File: src/rtl/usb_tx.sv
// usb_tx: USB full-speed packet transmitter (SYNC, PID, optional payload, CRC16, EOP) with
// bit stuffing and NRZI line coding. Define USB_TX_DATA1_EN to accept tx_packet=5 (DATA1).
module usb_tx #(
   parameter int CLKS_PER_BIT = 8,
   parameter int MAX_BYTES    = 64
) (
   input  logic                           clk,
   input  logic                           rst,
   input  logic [2:0]                     tx_packet,
   input  logic [$clog2(MAX_BYTES+1)-1:0] buffer_occupancy,
   input  logic [7:0]                     tx_packet_data,
   output logic                           get_tx_packet_data,
   output logic                           tx_transfer_active,
   output logic                           tx_error,
   output logic                           d_plus,
   output logic                           d_minus
);

   localparam int OCC_W = $clog2(MAX_BYTES + 1);
   localparam int CNT_W = $clog2(CLKS_PER_BIT);
   localparam logic [CNT_W-1:0] CNT_LAST = CNT_W'(CLKS_PER_BIT - 1);
   localparam logic [CNT_W-1:0] CNT_ONE  = CNT_W'(1);
   localparam logic [OCC_W-1:0] OCC_ONE  = OCC_W'(1);

   typedef enum logic [2:0] {
      S_IDLE,
      S_SYNC,
      S_PID,
      S_DATA,
      S_CRC,
      S_EOP_SE0,
      S_EOP_J
   } state_t;

   // Field position: state/bit_idx name the field bit most recently put on the line
   // (a stuff bit leaves them pointing at the bit it follows).
   state_t           state;
   logic [3:0]       bit_idx;
   logic [7:0]       cur_byte;
   logic [7:0]       pid_byte;
   logic [7:0]       next_byte;
   logic [15:0]      crc;
   logic [OCC_W-1:0] bytes_left;
   logic             is_data;
   logic             fetched;
   logic             capture_pending;
   logic             line_j;
   logic [2:0]       ones_cnt;
   logic [CNT_W-1:0] clk_cnt;

   logic             req_legal;
   logic             req_data;
   logic [7:0]       req_pid;

   state_t           nxt_state;
   logic [3:0]       nxt_idx;
   logic [7:0]       nxt_byte;
   logic             nxt_load;
   logic             nxt_bit;
   logic             nxt_line;
   logic             pop;
   logic             stuff_due;
   logic             crc_fb;
   logic [15:0]      crc_upd;

   always_comb begin
      req_legal = 1'b1;
      req_data  = 1'b0;
      req_pid   = 8'h00;
      case (tx_packet)
         3'd1: begin req_pid = 8'hC3; req_data = 1'b1; end
         3'd2: req_pid = 8'hD2;
         3'd3: req_pid = 8'h5A;
         3'd4: req_pid = 8'h1E;
`ifdef USB_TX_DATA1_EN
         3'd5: begin req_pid = 8'h4B; req_data = 1'b1; end
`endif
         default: req_legal = 1'b0;
      endcase
   end

   // Next field bit after the current one, ignoring stuffing.
   always_comb begin
      nxt_state = state;
      nxt_idx   = bit_idx + 4'd1;
      nxt_byte  = cur_byte;
      nxt_load  = 1'b0;
      case (state)
         S_SYNC: begin
            if (bit_idx == 4'd7) begin
               nxt_state = S_PID;
               nxt_idx   = 4'd0;
               nxt_byte  = pid_byte;
            end
         end
         S_PID, S_DATA: begin
            if (bit_idx == 4'd7) begin
               nxt_idx = 4'd0;
               if (!is_data) begin
                  nxt_state = S_EOP_SE0;
               end else if (fetched) begin
                  nxt_state = S_DATA;
                  nxt_byte  = next_byte;
                  nxt_load  = 1'b1;
               end else begin
                  nxt_state = S_CRC;
               end
            end
         end
         S_CRC: begin
            if (bit_idx == 4'd15) begin
               nxt_state = S_EOP_SE0;
               nxt_idx   = 4'd0;
            end
         end
         S_EOP_SE0: begin
            if (bit_idx == 4'd1) begin
               nxt_state = S_EOP_J;
               nxt_idx   = 4'd0;
            end
         end
         S_EOP_J: begin
            nxt_state = S_IDLE;
            nxt_idx   = 4'd0;
         end
         default: ;
      endcase

      nxt_bit  = (nxt_state == S_CRC) ? ~crc[4'd15 - nxt_idx] : nxt_byte[nxt_idx[2:0]];
      nxt_line = nxt_bit ? line_j : ~line_j;
      pop      = (nxt_state == S_PID || nxt_state == S_DATA) && (nxt_idx == 4'd7) &&
                 is_data && (bytes_left != '0);
      stuff_due = (state == S_SYNC || state == S_PID || state == S_DATA || state == S_CRC) &&
                  (ones_cnt == 3'd6);
      crc_fb   = nxt_bit ^ crc[15];
      crc_upd  = {crc[14:0], 1'b0} ^ (crc_fb ? 16'h8005 : 16'h0000);
   end

   // Buffer handshake: get_tx_packet_data is a one-cycle pop; the buffer presents the
   // popped byte on tx_packet_data in the following cycle, where it is captured.
   always_ff @(posedge clk) begin
      if (rst) begin
         state              <= S_IDLE;
         bit_idx            <= 4'd0;
         cur_byte           <= 8'h00;
         pid_byte           <= 8'h00;
         next_byte          <= 8'h00;
         crc                <= 16'hFFFF;
         bytes_left         <= '0;
         is_data            <= 1'b0;
         fetched            <= 1'b0;
         capture_pending    <= 1'b0;
         line_j             <= 1'b1;
         ones_cnt           <= 3'd0;
         clk_cnt            <= '0;
         get_tx_packet_data <= 1'b0;
         tx_transfer_active <= 1'b0;
         tx_error           <= 1'b0;
         d_plus             <= 1'b1;
         d_minus            <= 1'b0;
      end else begin
         get_tx_packet_data <= 1'b0;
         tx_error           <= 1'b0;
         if (state == S_IDLE) begin
            clk_cnt <= '0;
            if (tx_packet != 3'd0) begin
               if (req_legal) begin
                  state              <= S_SYNC;
                  bit_idx            <= 4'd0;
                  cur_byte           <= 8'h80;
                  pid_byte           <= req_pid;
                  is_data            <= req_data;
                  bytes_left         <= buffer_occupancy;
                  crc                <= 16'hFFFF;
                  fetched            <= 1'b0;
                  capture_pending    <= 1'b0;
                  ones_cnt           <= 3'd0;
                  // SYNC bit 0 is a 0, so the line leaves idle J for K immediately.
                  line_j             <= 1'b0;
                  d_plus             <= 1'b0;
                  d_minus            <= 1'b1;
                  tx_transfer_active <= 1'b1;
               end else begin
                  tx_error <= 1'b1;
               end
            end
         end else begin
            if (capture_pending && clk_cnt == CNT_ONE) begin
               next_byte       <= tx_packet_data;
               capture_pending <= 1'b0;
            end
            if (clk_cnt != CNT_LAST) begin
               clk_cnt <= clk_cnt + CNT_ONE;
            end else begin
               clk_cnt <= '0;
               if (stuff_due) begin
                  line_j   <= ~line_j;
                  d_plus   <= ~line_j;
                  d_minus  <= line_j;
                  ones_cnt <= 3'd0;
               end else begin
                  state    <= nxt_state;
                  bit_idx  <= nxt_idx;
                  cur_byte <= nxt_byte;
                  if (nxt_load) fetched <= 1'b0;
                  if (pop) begin
                     get_tx_packet_data <= 1'b1;
                     bytes_left         <= bytes_left - OCC_ONE;
                     fetched            <= 1'b1;
                     capture_pending    <= 1'b1;
                  end
                  case (nxt_state)
                     S_SYNC, S_PID, S_DATA, S_CRC: begin
                        line_j   <= nxt_line;
                        d_plus   <= nxt_line;
                        d_minus  <= ~nxt_line;
                        ones_cnt <= nxt_bit ? ones_cnt + 3'd1 : 3'd0;
                        if (nxt_state == S_DATA) crc <= crc_upd;
                     end
                     S_EOP_SE0: begin
                        d_plus  <= 1'b0;
                        d_minus <= 1'b0;
                     end
                     S_EOP_J: begin
                        line_j  <= 1'b1;
                        d_plus  <= 1'b1;
                        d_minus <= 1'b0;
                     end
                     default: begin
                        tx_transfer_active <= 1'b0;
                        line_j             <= 1'b1;
                        d_plus             <= 1'b1;
                        d_minus            <= 1'b0;
                     end
                  endcase
               end
            end
         end
      end
   end

endmodule

File: config.mk
export PLATFORM = sky130hd
export DESIGN_NAME = usb_tx
export DESIGN_NICKNAME = d
export VERILOG_FILES = /design/src/rtl/usb_tx.sv
export SDC_FILE = /design/constraint.sdc
export NUM_CORES = 1
export LEC_CHECK = 0
export CORE_MARGIN = 2
export CORE_UTILIZATION = 50
export CTS_BUF_LIST = sky130_fd_sc_hd__clkbuf_8 sky130_fd_sc_hd__clkbuf_16
export CTS_CLUSTER_DIAMETER = 200
export CTS_CLUSTER_SIZE = 30
export DETAILED_ROUTE_END_ITERATION = 10
export PLACE_DENSITY = 0.82
export SETUP_SLACK_MARGIN = 0.4
export SKIP_CTS_REPAIR_TIMING = 1
export SLEW_MARGIN = 20
export SYNTH_ARGS = -nofsm -noshare
export SYNTH_HDL_FRONTEND = slang
export SYNTH_SLANG_ARGS = --single-unit
export TNS_END_PERCENT = 1
File: constraint.sdc
create_clock -name clk -period 2.6 [get_ports clk]
set_input_delay 0.52 -clock clk [delete_from_list [all_inputs] [get_ports clk]]
set_output_delay 0.52 -clock clk [all_outputs]
set_load 0.02 [all_outputs]
==> flow_metrics.py, run 1 <==
metrics = {
    "die": {
        "die-area_sq_um": 8340,
        "core_sq_um": 7330,
        "placementRows": 31,
        "die_h_microns": 91.4,
        "die_w_microns": 91.4,
        "start_util": 0.520,
        "num_io_pins": 25,
    },
    "place": {
        "gp_congestion": 0.881,
        "post-place-cells": 612,
        "placed_area_sq_um": 4480,
        "dpl.hpwl_mm": 7.25,
        "portBuffers": 24,
        "post-place-ws_ns": -0.270,
    },
    "run_status": {
        "status": "complete, but fails checks",
        "violations": "setup timing",
    },
    "yosys": {
        "ys_types": 70,
        "syn_area_per_cell_sq_um": 8.24,
        "seq_area_frac_synth": 0.357,
        "async_flop_share": 0,
        "synth-seq-cells": 68,
        "synth_flop_cell": "dfxtp_1",
        "synth_enable_flop_cells": 0,
        "syn_area_sq_um": 3810,
        "postSynthCellCount": 463,
        "synth_warnings": 0,
        "synth_nets": 492,
    },
    "layout": {
        "syn_to_final_growth_pct": 28.8,
        "final_area_sq_um": 4910,
        "antennaDiodeCount": 0,
        "drive_gt1_frac": 0.233,
        "layout_common_cells": "dfxtp_1, buf_4, nor2_1",
        "layout.nets": 557,
        "final_cells": 632,
        "fillers": 548,
        "final_common_cell": "dfxtp_1",
    },
    "power_and_ir_drop": {
        "leakage_nw": 2.01,
        "power.share.sequential": 0.430,
        "pwr-share-clk": 0.426,
        "p_comb_frac": 0.144,
        "p_switching_uw": 690,
        "total_power_mw": 2.59,
        "power_density_nw_per_um2": 527,
        "p_sw_frac": 0.266,
        "irDropWorstVdd_v": 0.000403,
        "p_int_mw": 1.90,
    },
    "sta": {
        "hold_violations": 0,
        "min_period_ns": 2.85,
        "slew_headroom": 0.732,
        "slew_violations": 0,
        "period_share": 1.10,
        "layout_setup_ws_ns": -0.253,
        "tightest_slew_ns": 0.399,
        "final-setup-viol-count": 9,
        "clock_skew_ns": 0.0101,
        "rsz0062_at_grt": "yes",
        "max_freq_mhz": 351,
    },
    "clock_tree": {
        "htreeDepth": 3,
        "ctsLongestPathBuffers": 2,
        "clock_sinks": 68,
        "clkTransAtPathRegs_ns": 0.08,
        "numCtsBuffers": 9,
        "clk_latency_ns": 0.36,
        "cts-root-buf": "clkbuf_8",
        "cts_tree": "built",
    },
    "setup_path": {
        "crit_chain": "ha_4 -> buf_4 -> xnor2_1 -> a311o_1 -> nor2_1 -> nand2_1 -> nand4_1 -> a311oi_4 -> nor3_1 -> or3b_1 -> mux2i_1",
        "worst_ep_required_time_ns": 2.84,
        "crit_path_start_kind": "register",
        "crit_fanout": 5,
        "max_stage_delay_ns": 0.44,
        "cp.arrival_ns": 3.09,
        "crit_type": "register to register",
        "worst_path_max_delay_cell": "a311oi_4",
        "endpoint_kind": "register",
        "r2r_setup_slack_ns": -0.25,
    },
    "drt": {
        "ant_nets": 0,
        "dr.pass1.iters": 5,
        "drc_errors": 0,
        "dr.first_iter.drc_count": 326,
        "wl_per_cell_microns": 17.6,
        "vias": 3902,
        "drt-vias-per-instance": 6.17,
        "drt-total-wl_mm": 11.1,
    },
    "global_route": {
        "antenna_found_initial": 0,
        "grt_pass1_wl_mm": 17.0,
        "grt_overflow": 0,
        "grt_max_degree": 22,
        "grt_usage": 0.254,
        "grt_pass1_vias": 3719,
    },
    "run": {
        "drv_cap": 0,
    },
    "worst_hold_path": {
        "hp-class": "register to register",
    },
}
## state kept, by name (all words and copies together) (netlist names)
signal / count
crc: 16
cur_byte: 8
next_byte: 8
bytes_left: 7
pid_byte: 7
bit_idx: 4
clk_cnt: 3
ones_cnt: 3
state: 3
capture_pending: 1
d_minus: 1
d_plus: 1
fetched: 1
get_tx_packet_data: 1
is_data: 1
line_j: 1
tx_error: 1
tx_transfer_active: 1
## cells by family (layout without fill, tap and decap cells)
family | count (synthesis) | in the layout | share of synthesized area
and+or+nand+nor | 187 | 187 | 0.265
AOI/OAI and AO/OA | 127 | 127 | 0.223
DFF | 68 | 68 | 0.357
buffers and inverters | 45 | 115 | 0.0528
muxes | 21 | 21 | 0.0551
adders and majority gates | 9 | 9 | 0.0295
xor gates and xnor gates | 6 | 6 | 0.0177
## area by class of cell
type / instances / area [sq um] / area share
Clock buffer: 10 / 138 / 0.0280
Tap cell: 99 / 124 / 0.0252
Inverter: 13 / 51.3 / 0.0104
Multi-Input combinational cell: 350 / 2400 / 0.488
Sequential cell: 68 / 1370 / 0.279
Timing Repair Buffer: 86 / 721 / 0.147
Clock inverter: 6 / 111 / 0.0227
## path summary, 6_finish.rpt
| path | depth (start not counted) | from | to |
|---|---|---|---|
| min | 1 | clk_cnt[0] | clk_cnt[0] |
| max | 11 | bit_idx[0] | crc[15] |
| max reg2reg | 11 | bit_idx[0] | crc[15] |
| min reg2reg | 1 | clk_cnt[0] | clk_cnt[0] |
## synth_stat cells (3+ instances only)
cell type | instances | area share
nor4_1 | 3 | 0.0049
a221oi_1 | 3 | 0.0069
nor3b_1 | 5 | 0.0098
a22oi_1 | 10 | 0.020
and2_1 | 4 | 0.0066
nor2b_1 | 6 | 0.0098
buf_2 | 8 | 0.010
a211o_1 | 3 | 0.0069
a211oi_1 | 8 | 0.016
a21o_1 | 3 | 0.0059
a22o_1 | 3 | 0.0069
nand3b_1 | 8 | 0.016
o21ai_0 | 28 | 0.037
nand3_1 | 8 | 0.010
xnor2_1 | 3 | 0.0069
o211ai_1 | 3 | 0.0059
a32oi_1 | 3 | 0.0069
mux2i_1 | 21 | 0.055
ha_1 | 9 | 0.030
nor3_1 | 15 | 0.020
a21oi_1 | 37 | 0.049
nand4_1 | 6 | 0.0098
dfxtp_1 | 68 | 0.36
a31oi_1 | 4 | 0.0066
nand2_1 | 45 | 0.044
nor2_1 | 54 | 0.053
clkbuf_1 | 18 | 0.018
inv_1 | 13 | 0.013
o22ai_1 | 3 | 0.0049
and3_1 | 6 | 0.0098
## worst max-delay path: cells and delay by family (launching register included)
| family | cells | cell delay (ns) |
|---|---|---|
| buffers and inverters | 1 | 0.13 |
| and+or+nand+nor | 5 | 0.81 |
| muxes | 1 | 0.14 |
| xor gates and xnor gates | 1 | 0.33 |
| DFF | 1 | 0.37 |
| AOI/OAI and AO/OA | 2 | 0.76 |
| adders and majority gates | 1 | 0.18 |
## power groups by stage
stage / registers (mW) / clock network, mW / logic (mW)
global route: 1.12 / 1.15 / 0.402
global placement: 1.14 / 0 / 0.334
floorplan: 1.13 / 0 / 0.208
CTS: 1.11 / 1.10 / 0.354
detailed placement: 1.14 / 0 / 0.349
finish: 1.11 / 1.10 / 0.373
## per-stage QoR
| step | utilization | TNS [ns] | hold WS, ns |
|---|---|---|---|
| 2_1_floorplan | - | 0 | 0.440 |
| 3_3_place_gp | 0.612 | -0.309 | 0.451 |
| 3_5_place_dp | 0.612 | -1.59 | 0.466 |
| 4_1_cts | 0.646 | -1.69 | 0.477 |
| 5_1_grt | 0.670 | -3.21 | 0.497 |
| 6_report | 0.670 | -1.45 | 0.474 |
## per-layer routing
metal	vias to the layer above	GRT usage	share of wire
met5	-	0	0
met2	188	0.428	0.49
li1	1814	-	-
met3	52	0.0456	0.059
met1	1848	0.308	0.41
met4	0	0.134	0.039
Power figures use the tool's default switching activity.
==> inputs of run 2 (changes only) <==
- CELL_PAD_IN_SITES_DETAIL_PLACEMENT: unset -> 1
- CELL_PAD_IN_SITES_GLOBAL_PLACEMENT: unset -> 2
- CORE_UTILIZATION: 50 -> 32
- PLACE_DENSITY: 0.82 -> 0.76
- SKIP_LAST_GASP: unset -> 1
==> run 2 against run 1 <==
The flow finishes with violations (DRC, setup timing). Core utilization fell by 23 points. Routed wire length up 4.2%. Critical path depth increased by 1. Combinational power increased by 1%. Power grew 2.1%. Setup slack better by 0.074 ns. Clock skew decreased by 0.0051 ns. Via count shrank 5.9%. Final area is 2.2% higher. Flip-flop and latch count stayed put. Critical path type unchanged. Largest power group is now the clock network.
==> flow_metrics.py, run 2 (same netlist as run 1, synthesis figures left out) <==
metrics = {
    "sta": {
        "period_share": 1.07,
        "clock_skew_ns": 0.00504,
        "hold_violations": 0,
        "final-setup-viol-count": 9,
        "timing.hold.ws_ns": 0.477,
        "slew_violations": 0,
        "max_freq_mhz": 360,
        "slew_headroom": 0.631,
        "tightest_slew_ns": 0.554,
        "rsz0062_at_grt": "yes",
        "layout_setup_ws_ns": -0.179,
        "min_period_ns": 2.78,
    },
    "layout": {
        "syn_to_final_growth_pct": 31.7,
        "layout.nets": 562,
        "final_common_cell": "buf_4",
        "area.sequential_sq_um": 1370,
        "antennaDiodeCount": 0,
        "largest_reg_flops": 16,
        "drive_gt1_frac": 0.234,
        "layout_common_cells": "buf_4, dfxtp_1, nor2_1",
        "fillers": 1344,
        "largest_register": "crc",
        "multi_input_area_sq_um": 2400,
        "largest_registers": "crc x16, cur_byte x8, next_byte x8",
        "final_area_sq_um": 5020,
    },
    "setup_path": {
        "ff2ff_path_depth": 12,
        "crit_type": "register to register",
        "crit_path_start_kind": "register",
        "endpoint_kind": "register",
        "crit_fanout": 4,
        "r2r_setup_slack_ns": -0.18,
        "crit_path_start": "bit_idx[1]",
        "endpoint": "crc[15]",
        "r2r-start": "bit_idx[1]",
        "worst_ep_required_time_ns": 2.82,
        "worstReg2RegEnd": "crc[15]",
        "cp.arrival_ns": 3.00,
    },
    "drt": {
        "dr.pass1.iters": 7,
        "drt-vias-per-instance": 5.39,
        "drt-total-wl_mm": 11.6,
        "wl_per_cell_microns": 17.0,
        "ant_nets": 0,
        "vias": 3672,
        "drc_errors": 2,
        "dr.first_iter.drc_count": 109,
    },
    "worst_hold_path": {
        "hp-class": "register to register",
        "hp-start": "pid_byte[0]",
    },
    "global_route": {
        "antenna_found_initial": 0,
        "grt_pass1_vias": 3762,
        "grt_usage": 0.186,
        "grt_max_degree": 29,
        "grt_pass1_wl_mm": 18.9,
        "grt_overflow": 0,
    },
    "clock_tree": {
        "htreeDepth": 3,
        "clkTransAtPathRegs_ns": 0.05,
        "cts-root-buf": "clkbuf_16",
        "clock_sinks": 68,
        "ctsLongestPathBuffers": 2,
        "clk_latency_ns": 0.34,
        "numCtsBuffers": 9,
        "cts_tree": "built",
    },
    "place": {
        "portBuffers": 24,
        "gp_congestion": 0.814,
        "post-place-ws_ns": -0.272,
        "dpl.hpwl_mm": 8.54,
        "placed_area_sq_um": 4580,
    },
    "die": {
        "core_sq_um": 11500,
        "start_util": 0.331,
        "placementRows": 39,
        "die-area_sq_um": 12800,
        "num_io_pins": 25,
        "die_w_microns": 113,
        "die_h_microns": 113,
    },
    "run": {
        "drv_cap": 0,
    },
    "power_and_ir_drop": {
        "total_power_mw": 2.65,
        "irDropWorstVdd_v": 0.000289,
        "power_density_nw_per_um2": 527,
        "leakage_nw": 2.06,
    },
    "run_status": {
        "violations": "DRC, setup timing",
        "status": "complete, but fails checks",
    },
}
==> run 2: cell count changes in the layout (fill, tap and decap cells not counted), sizes merged <==
cell and change:
bufinv -3, clkbuf +2, buf +5, clkinvlp -1, inv +3, clkinv -1
==> run 2: report_power, final <==
group	switching (mW)	total (mW)	leakage (nW)	internal (mW)
clock	0.444	1.16	0.152	0.711
combinational	0.213	0.378	1.35	0.165
sequential	0.0332	1.11	0.556	1.08
total	0.690	2.65	2.06	1.96
==> run 2: worst min path at each step <==
stage	end	slack, ns	cells after the start
final	pid_byte[0]	0.48	2
after global routing	d_minus	0.50	2
after detailed placement	pid_byte[0]	0.47	2
after global placement	clk_cnt[0]	0.45	1
after CTS	clk_cnt[0]	0.48	1
after floorplan	clk_cnt[0]	0.44	1
==> run 2: final cells by class <==
type,instances,area share
clock inverters,4,0.00324
flip-flops and latches,68,0.272
inverters,13,0.0102
clock buffers,12,0.0531
multi-input cells,350,0.478
well taps,143,0.0356
repair buffers,91,0.147
==> run 2: metrics by stage <==
step	setup TNS, ns	instances	utilization
2_1_floorplan	0	463	-
3_3_place_gp	-0.452	662	0.398
3_5_place_dp	-1.81	662	0.398
4_1_cts	-2.00	678	0.423
5_1_grt	-3.23	681	0.436
6_report	-0.729	681	0.436
==> run 2: critical path, cell delays in order (launching register included) <==
cell,delay (ns)
dfxtp_4,0.38
inv_4,0.04
ha_4,0.15
nor4b_4,0.12
buf_4,0.16
a311oi_4,0.33
nor3b_2,0.08
a31oi_1,0.16
nand4_1,0.15
a311oi_4,0.45
nor3_1,0.08
or3b_1,0.41
mux2i_1,0.14
==> run 2: metal layers <==
layer / GRT usage / vias to the layer above / share of wire
met3: 0.0359 / 12 / 0.028
met4: 0.0659 / 0 / 0.013
met5: 0 / - / 0
met1: 0.237 / 1795 / 0.47
li1: - / 1824 / -
met2: 0.315 / 41 / 0.49
